[config.mk]
export PLATFORM = sky130hd
export DESIGN_NAME = scan_data_selector
export DESIGN_NICKNAME = d
export VERILOG_FILES = /design/src/rtl/scan_data_selector.sv
export SDC_FILE = /design/constraint.sdc
export NUM_CORES = 1
export LEC_CHECK = 0
export BUFFER_PORTS_ARGS = -buffer_cell sky130_fd_sc_hd__buf_4
export CAP_MARGIN = 25
export CORE_MARGIN = 1.5
export CORE_UTILIZATION = 39
export DETAILED_ROUTE_END_ITERATION = 10
export PLACE_DENSITY = 0.76
export SLEW_MARGIN = 20
export SYNTH_ARGS = -nofsm -noshare
export SYNTH_HDL_FRONTEND = slang
export SYNTH_SLANG_ARGS = --single-unit
[constraint.sdc]
create_clock -name clk -period 2.2 [get_ports clk]
set_input_delay 0.22 -clock clk [delete_from_list [all_inputs] [get_ports clk]]
set_output_delay 0.22 -clock clk [all_outputs]
set_load 0.005 [all_outputs]
[src/rtl/scan_data_selector.sv]
// Channel selector with manual selection and timed round-robin scanning.
// Selected data, active channel index and change pulse are all registered.
module scan_data_selector #(
    parameter int WIDTH    = 8,
    parameter int CHANNELS = 4,
    parameter int DWELL    = 16,
    localparam int CHW     = $clog2(CHANNELS),
    localparam int CNTW    = $clog2(DWELL) + 1
) (
    input  logic                      clk,
    input  logic                      rst_n,
    input  logic [CHANNELS*WIDTH-1:0] din,
    input  logic [CHW-1:0]            sel,
    input  logic                      mode,
    input  logic                      hold,
    output logic [WIDTH-1:0]          q,
    output logic [CHW-1:0]            ch,
    output logic                      ch_chg
);

    typedef enum logic {
        ST_MANUAL = 1'b0,
        ST_SCAN   = 1'b1
    } state_t;

    localparam logic [CHW:0]    CH_LIMIT = (CHW+1)'(CHANNELS);
    localparam logic [CHW-1:0]  CH_LAST  = CHW'(CHANNELS - 1);
    localparam logic [CNTW-1:0] CNT_LAST = CNTW'(DWELL - 1);

    state_t            r_state;
    state_t            w_state_nx;
    logic [CHW-1:0]    r_ch;
    logic [CHW-1:0]    w_ch_nx;
    logic [CNTW-1:0]   r_cnt;
    logic [CNTW-1:0]   w_cnt_cur;
    logic [CNTW-1:0]   w_cnt_nx;
    logic [WIDTH-1:0]  r_q;
    logic              r_ch_chg;

    // Next-state, next-channel and dwell-counter decode from the current mode input
    always_comb begin
        w_state_nx = mode ? ST_SCAN : ST_MANUAL;
        w_ch_nx    = r_ch;
        w_cnt_nx   = {CNTW{1'b0}};
        // A fresh SCAN entry always starts its dwell from zero.
        w_cnt_cur  = (r_state == ST_SCAN) ? r_cnt : {CNTW{1'b0}};
        case (w_state_nx)
            ST_MANUAL: begin
                if ({1'b0, sel} < CH_LIMIT) begin
                    w_ch_nx = sel;
                end else begin
                    w_ch_nx = r_ch;
                end
                w_cnt_nx = {CNTW{1'b0}};
            end
            ST_SCAN: begin
                if (hold) begin
                    w_cnt_nx = w_cnt_cur;
                end else if (w_cnt_cur == CNT_LAST) begin
                    w_cnt_nx = {CNTW{1'b0}};
                    w_ch_nx  = (r_ch == CH_LAST) ? {CHW{1'b0}} : r_ch + 1'b1;
                end else begin
                    w_cnt_nx = w_cnt_cur + 1'b1;
                end
            end
            default: begin
                w_ch_nx  = r_ch;
                w_cnt_nx = {CNTW{1'b0}};
            end
        endcase
    end

    // Mode state register
    always_ff @(posedge clk or negedge rst_n) begin
        if (!rst_n) begin
            r_state <= ST_MANUAL;
        end else begin
            r_state <= w_state_nx;
        end
    end

    // Channel, dwell counter, selected data and change pulse registers
    always_ff @(posedge clk or negedge rst_n) begin
        if (!rst_n) begin
            r_ch     <= {CHW{1'b0}};
            r_cnt    <= {CNTW{1'b0}};
            r_q      <= {WIDTH{1'b0}};
            r_ch_chg <= 1'b0;
        end else begin
            r_ch     <= w_ch_nx;
            r_cnt    <= w_cnt_nx;
            r_q      <= din[int'(w_ch_nx)*WIDTH +: WIDTH];
            r_ch_chg <= (w_ch_nx != r_ch);
        end
    end

    assign q      = r_q;
    assign ch     = r_ch;
    assign ch_chg = r_ch_chg;

endmodule

==> summary.md, run 1 <==
| Metric | Value |
|---|---|
| Initial DRC count | `19` |
| Core area | `2191 sq um` |
| Design Area, Final | `1411 sq um` |
| Critical Path Slowest Stage Cell | `or4_1` |
| # placed instances | `150` |
| Max cap viols | `0` |
| Critical Path RT | `2370 ps` |
| Total GRT Usage | `19.11%` |
| Leakage power | `0.6871 nW` |
| Final setup violation count | `0` |
| Unrepaired setup endpoints after global routing | `true` |
| Slew Limit Fails | `0` |
| Layout area overhead | `56.02%` |
| Syn Std Cell Area | `904.6 sq um` |
| DRC viols | `0` |
| Distinct cells, synth | `26` |
| Worst Path Buf+Inv | `1` |
| Main combinational cell family by area after synthesis | `multiplexers` |
| GP Congestion | `0.7906` |
| First-pass GRT wire length | `3.574 mm` |
| Final min period | `2194 ps` |
| Simple-gate share of the synthesized area | `14.52%` |
| Register area share after synthesis | `47.03%` |
| Worst path max stage delay | `470 ps` |
| Post-layout util | `64.42%` |
| Number of CTS-inserted buffers | `3` |
| Synth Instances | `70` |
| Vias per cell | `5.185` |
| Maximum fanout along the worst path | `9` |
| Critical path type | `flip-flop to flip-flop` |
| CTS sink count | `17` |
| Final HPWL DP | `1.760 mm` |
| Crit path launch type | `flip-flop` |
| Mapped Avg Cell Area | `12.92 sq um` |
| Clock transition at path regs | `90 ps` |
| Vert. Die Dim | `51.16 um` |
| Worst Hold Class | `input pin to flip-flop` |
| Setup tns final | `0 ps` |
| Mux contribution to synthesized area | `21.02%` |
| Leading cell types in the layout, fill and taps excluded | `55 x buf_4, 17 x dfrtp_1, 8 x mux4_2` |
| Syn_nets | `110` |
| IO Count | `49` |
| Delay-heaviest family, CP | `simple AND/OR/NAND/NOR gates` |
| Die W | `51.16 um` |
| Worst Max-Slew Pin Slew | `534.6 ps` |
| CTS max path bufs | `2` |
| GR Overflow Total | `0` |
| Largest net degree at the start of global routing | `18` |
| Final #Nets | `170` |
| Most common cell after layout, fill and taps aside | `buf_4` |
| Antenna-violating nets left | `0` |
| Post-DP Area | `1345 sq um` |
| CTS Root Cell | `clkbuf_4` |
| Post-Synth XOR/XNOR Area | `2.905%` |
| Slew margin rel. | `64.25%` |
| Number of cell rows | `17` |
| CP Capture Type | `flip-flop` |
| Synthesized flop and latch total | `17` |
| Adder-Cell Fraction of Synth Area | `2.766%` |
| Fin Clk Skew | `1.272 ps` |
| Max H-tree Level | `1` |
| Final WL | `2.149 mm` |
| Mean routed wirelength per cell | `13.69 um` |
| Max rail drop VDD | `0.0003342 V` |
| Hold Fails Final Rpt | `0` |
| Initial antenna violation count | `0` |
| Non-filler instance count after layout | `157` |
| Ys Warns | `0` |
| Final period util | `99.72%` |
| Status | `completed` |
| # diodes | `0` |
| Die ar. | `2617 sq um` |
| Post-synthesis compound-gate area fraction | `8.437%` |
| CTS tree | `built` |
| Setup Slack @ Placement | `-95.86 ps` |
| Number of global-route vias before repair | `863` |
| Crit path depth | `7` |
| Peak Freq | `455.8 MHz` |
| Port bufs | `48` |
| Sequence of cells on the critical path | `and2_4, ha_4, nand4b_4, or4_1, a31o_1, buf_12, mux4_2` |
| Total number of vias | `814` |
| 1st-pass router iterations | `4` |
| Initial core utilization | `41.29%` |
| PD cells | `511.2 nW/um^2` |
| R2R depth | `7` |
| WHS Path Cells | `1` |
| Layout cells sized above 1 | `55.81%` |
| Worst-Skew Late Latency | `290 ps` |
| CP arrival | `2360 ps` |
| Setup ws final | `6.231 ps` |
-- cell families (layout without fill, tap and decap cells) --
family,after synthesis,count (layout)
adders and majority gates,2,2
buffers and inverters,6,65
xor gates and xnor gates,3,3
and+or+nand+nor,23,23
AOI/OAI and AO/OA,10,10
muxes,9,9
DFF,17,17
-- state kept, by name, summed over array words and instances (netlist names) --
signal	cells
ch_chg	1
ch	2
q	8
r_state	1
r_cnt	5
-- metal layers --
| layer | GRT usage [%] | share of wire [%] | vias up |
|---|---|---|---|
| met3 | 6.725 | 11 | 4 |
| li1 | - | - | 375 |
| met4 | 8.108 | 1.4 | 0 |
| met1 | 20.70 | 34 | 390 |
| met2 | 33.55 | 54 | 45 |
| met5 | 0 | 0 | - |
-- synthesized netlist by cell type --
cell       count  area (sq um)
a21boi_0       1         7.510
a21o_1         1         7.510
a21oi_1        1         5.000
a31o_1         1         8.760
and2_1         2         12.51
buf_6          1         11.26
clkbuf_1       1         3.750
dfrtp_1       17         425.4
ha_1           2         25.02
inv_1          4         15.01
mux2i_1        1         10.01
mux4_2         8         180.2
nand2_1        7         26.28
nand2b_1       2         12.51
nand4b_4       1         23.77
nor2_1         5         18.77
nor3_1         2         10.01
o2111ai_1      2         17.52
o211ai_1       1         7.510
o211ai_2       1         12.51
o21ai_0        2         10.01
or2b_1         1         7.510
or3_1          2         12.51
or4_1          1         7.510
xnor2_1        2         17.52
xor2_1         1         8.760
-- area by class of cell --
type / instances / area [sq um]
Inverter: 4 / 15.01
Tap cell: 28 / 35.03
Sequential cell: 17 / 425.4
Fill cell: 171 / 779.5
Timing Repair Buffer: 57 / 442.9
Clock buffer: 4 / 26.28
Multi-Input combinational cell: 47 / 466.7
-- final timing paths --
kind | slack (ps) | from | endpoint
max | 6 | r_state$_DFF_PN0_ | q[4]$_DFF_PN0_
min | 110 | mode | r_state$_DFF_PN0_
max in group asynchronous | 1690 | rst_n | ch[1]$_DFF_PN0_
min reg2reg | 550 | r_cnt[4]$_DFF_PN0_ | r_cnt[4]$_DFF_PN0_
max reg2reg | 6 | r_state$_DFF_PN0_ | q[4]$_DFF_PN0_
min in group asynchronous | 320 | rst_n | q[5]$_DFF_PN0_
-- repair_timing --
| action | 4_1_cts | 5_1_grt |
|---|---|---|
| hold endpoints to repair | 17 | 0 |
| hold buffers | 1 | 0 |
| endpoints found under the setup margin | 8 | 8 |
| gates cloned | 0 | 0 |
| setup buffers | 1 | 1 |
| pin swaps | 3 | 0 |
| gates resized for setup | 3 | 0 |
-- per-stage QoR --
step	total power (W)	hold WS [ps]
3_5_place_dp	0.0005593	97.47
5_1_grt	0.0007582	103.1
4_1_cts	0.0007316	103.5
3_3_place_gp	0.0005513	92.36
6_report	0.0007214	113.1
2_1_floorplan	0.0004358	-75.59
-- where the power goes --
group          switching (W)  internal (W)
clock              0.0000963     0.0000706
combinational      0.0000699      0.000134
sequential        0.00000988      0.000341
(Power assumes the default switching activity.)
==> run 2: changes to the inputs <==
Clock period 2.2 ns to 1.8 ns, I/O delays scaled along.
==> run 2 against run 1 <==
Against the previous run: the flow now finishes with violations (setup timing); sequential cell count did not move; critical path depth unchanged; worst hold slack lost 33 ps; sequential share of layout area fell by 1.1 points; global-route usage shrank 0.55 points; combinational power is 26% higher; die area is the same; sequential power up 22%; register-to-register slack worse by 370 ps; first-iteration DRC count down 37%; clock-buffer cell count stayed put; largest power group unchanged.
==> summary.md, run 2 (synthesis gave the netlist of run 1 again) <==
| Metric | Value |
|---|---|
| Core area | `2191 sq um (unchanged)` |
| Number of cell rows | `17 (unchanged)` |
| CTS sink count | `17 (unchanged)` |
| GP Congestion | `0.7294 (-7.7%)` |
| PD cells | `603.8 nW/um^2 (+18%)` |
| CP arrival | `2320 ps (-40 ps)` |
| Worst hold endpoint | `r_state$_DFF_PN0_` |
| GR Overflow Total | `0 (unchanged)` |
| CTS Root Cell | `clkbuf_4` |
| Slew margin rel. | `65.73% (+1.5 points)` |
| Non-filler instance count after layout | `164 (+4.5%)` |
| R2R depth | `7 (unchanged)` |
| Initial core utilization | `41.29% (unchanged)` |
| Peak Freq | `461.9 MHz (+1.3%)` |
| Psw | `0.0002121 W (+20%)` |
| WHS Path Cells | `1 (unchanged)` |
| Die W | `51.16 um (unchanged)` |
| Max rail drop VDD | `0.0005049 V (+51%)` |
| RR Endpoint | `q[4]$_DFF_PN0_` |
| Reg2Reg Launch Point | `r_cnt[0]$_DFF_PN0_` |
| Largest net degree at the start of global routing | `18 (unchanged)` |
| Final setup violation count | `9 (+9)` |
| Worst path max stage delay | `480 ps (about the same)` |
| Seq pwr share | `48.5% (about the same)` |
| Worst Max-Slew Pin Slew | `512.6 ps (-22.06 ps)` |
| Final HPWL DP | `1.757 mm (-0.13%)` |
| Port bufs | `48 (unchanged)` |
| Status | `finished, violations left` |
| Fin Clk Skew | `8.319 ps (+7.047 ps)` |
| Layout area overhead | `61.83%` |
| Unrepaired setup endpoints after global routing | `true` |
| Met1 Usage GRT | `21.31% (+0.60 points)` |
| Vert. Die Dim | `51.16 um (unchanged)` |
| Total number of vias | `827 (+1.6%)` |
| Sequence of cells on the critical path | `and2_4, ha_4, nand4b_4, or4_1, a31o_1, buf_6, mux4_2` |
| Final WL | `2.100 mm (-2.3%)` |
| Mean routed wirelength per cell | `12.80 um (-6.5%)` |
| Setup ws final | `-365.0 ps (-371.3 ps)` |
| Largest register FFs | `8 (unchanged)` |
| Pint | `0.0006718 W (+23%)` |
| Grt met2 use | `33.55% (unchanged)` |
| Met3 usage | `4.094% (-2.6 points)` |
| # placed instances | `157 (+4.7%)` |
| Critical path type | `flip-flop to flip-flop` |
| Maximum fanout along the worst path | `4 (-5)` |
| Post-layout util | `66.82% (+2.4 points)` |
| Die ar. | `2617 sq um (unchanged)` |
| Number of CTS-inserted buffers | `3 (unchanged)` |
| Vias per cell | `5.043 (-2.7%)` |
| Worst Hold Class | `input pin to flip-flop` |
| Total GRT Usage | `18.57% (-0.55 points)` |
| # diodes | `0 (unchanged)` |
| Slew Limit Fails | `0 (unchanged)` |
| GRT Max-Usage Layer | `met2` |
| Register-to-Register Setup Slack | `-370 ps (-370 ps)` |
| Failing checks | `setup timing` |
| Overall Power | `0.0008839 W (+23%)` |
| Sw Ratio | `23.99% (-0.42 points)` |
| Leading cell types in the layout, fill and taps excluded | `61 x buf_4, 17 x dfrtp_1, 8 x mux4_2` |
| 1st-pass router iterations | `4 (unchanged)` |
| Critical Path RT | `1960 ps (-410 ps)` |
| Clock transition at path regs | `100 ps (about the same)` |
| CTS tree | `built` |
| Clock power frac | `22.5% (-0.6 points)` |
| Max H-tree Level | `1 (unchanged)` |
| Initial DRC count | `12 (-7)` |
| Most common cell after layout, fill and taps aside | `buf_4` |
| IO Count | `49 (unchanged)` |
| First-pass GRT wire length | `3.588 mm (+0.39%)` |
| Hold wc startpoint | `mode` |
| CP Capture Type | `flip-flop` |
| Hold WS | `80.00 ps (-33.08 ps)` |
| Number of global-route vias before repair | `877 (+1.6%)` |
| DRC viols | `0 (unchanged)` |
| Final #Nets | `177 (+4.1%)` |
| Final min period | `2165 ps (-28.73 ps)` |
| Worst-Skew Late Latency | `290 ps (about the same)` |
| Final period util | `120.3% (+21 points)` |
| Crit path launch type | `flip-flop` |
| Leakage power | `0.7205 nW (+4.9%)` |
| Hold Fails Final Rpt | `0 (unchanged)` |
| Max cap viols | `0 (unchanged)` |
| CTS max path bufs | `2 (unchanged)` |
| Antenna-violating nets left | `0 (unchanged)` |
| Critical Path Slowest Stage Cell | `or4_1` |
| Comb pwr share | `29.0% (+0.8 points)` |
| Layout cells sized above 1 | `59.56% (+3.7 points)` |
| Initial antenna violation count | `0 (unchanged)` |
run 2: per-stage QoR:
stage | setup TNS (ps) | area, sq um | setup slack [ps]
2_1_floorplan | -2692 | 922.1 | -336.6
6_report | -2905 | 1464 | -365.0
4_1_cts | -2964 | 1456 | -378.7
3_3_place_gp | -2866 | 1400 | -359.4
3_5_place_dp | -3420 | 1400 | -435.4
5_1_grt | -3986 | 1464 | -475.1
run 2: worst max-delay path, delay by kind of cell (launching register included):
family | cells | cell delay [ps]
AND/OR/NAND/NOR | 3 | 730
adder cells (fa/ha/maj) | 1 | 150
buffers and inverters | 1 | 140
AO/OA/AOI/OAI | 1 | 230
multiplexers | 1 | 410
flip-flops | 1 | 370
run 2: area by class of cell:
cell class                      count  area [sq um]
Fill cell                         160         726.9
Timing Repair Buffer               64         490.5
Multi-Input combinational cell     47         471.7
Sequential cell                    17         425.4
Tap cell                           28         35.03
Clock buffer                        4         26.28
Inverter                            4         15.01
run 2: worst max path at each step:
stage                             from             end  slack [ps]
floorplan            r_state$_DFF_PN0_  q[0]$_DFF_PN0_        -340
global placement     r_state$_DFF_PN0_  q[2]$_DFF_PN0_        -360
global route         r_state$_DFF_PN0_  q[5]$_DFF_PN0_        -480
finish              r_cnt[0]$_DFF_PN0_  q[4]$_DFF_PN0_        -370
detailed placement   r_state$_DFF_PN0_  q[2]$_DFF_PN0_        -440
CTS                 r_cnt[0]$_DFF_PN0_  q[2]$_DFF_PN0_        -380
run 2: what timing repair did:
action,in CTS,in global routing
hold buffers,1,0
hold endpoints to repair,17,0
buffers inserted,1,1
gates resized for setup,3,1
setup endpoints to repair,10,10
pin swaps,5,0
run 2: power by group through the flow:
stage	clock network, W	logic, W	registers (W)
floorplan	0	0.0000917	0.000443
global placement	0	0.000240	0.000436
detailed placement	0	0.000250	0.000437
CTS	0.000210	0.000258	0.000429
global route	0.000223	0.000280	0.000433
finish	0.000199	0.000257	0.000429
run 2: per-layer routing:
layer	up-vias	share of wire, %
met5	-	0
met4	0	0.62
met3	2	7.5
met2	35	54
met1	396	37
li1	394	-
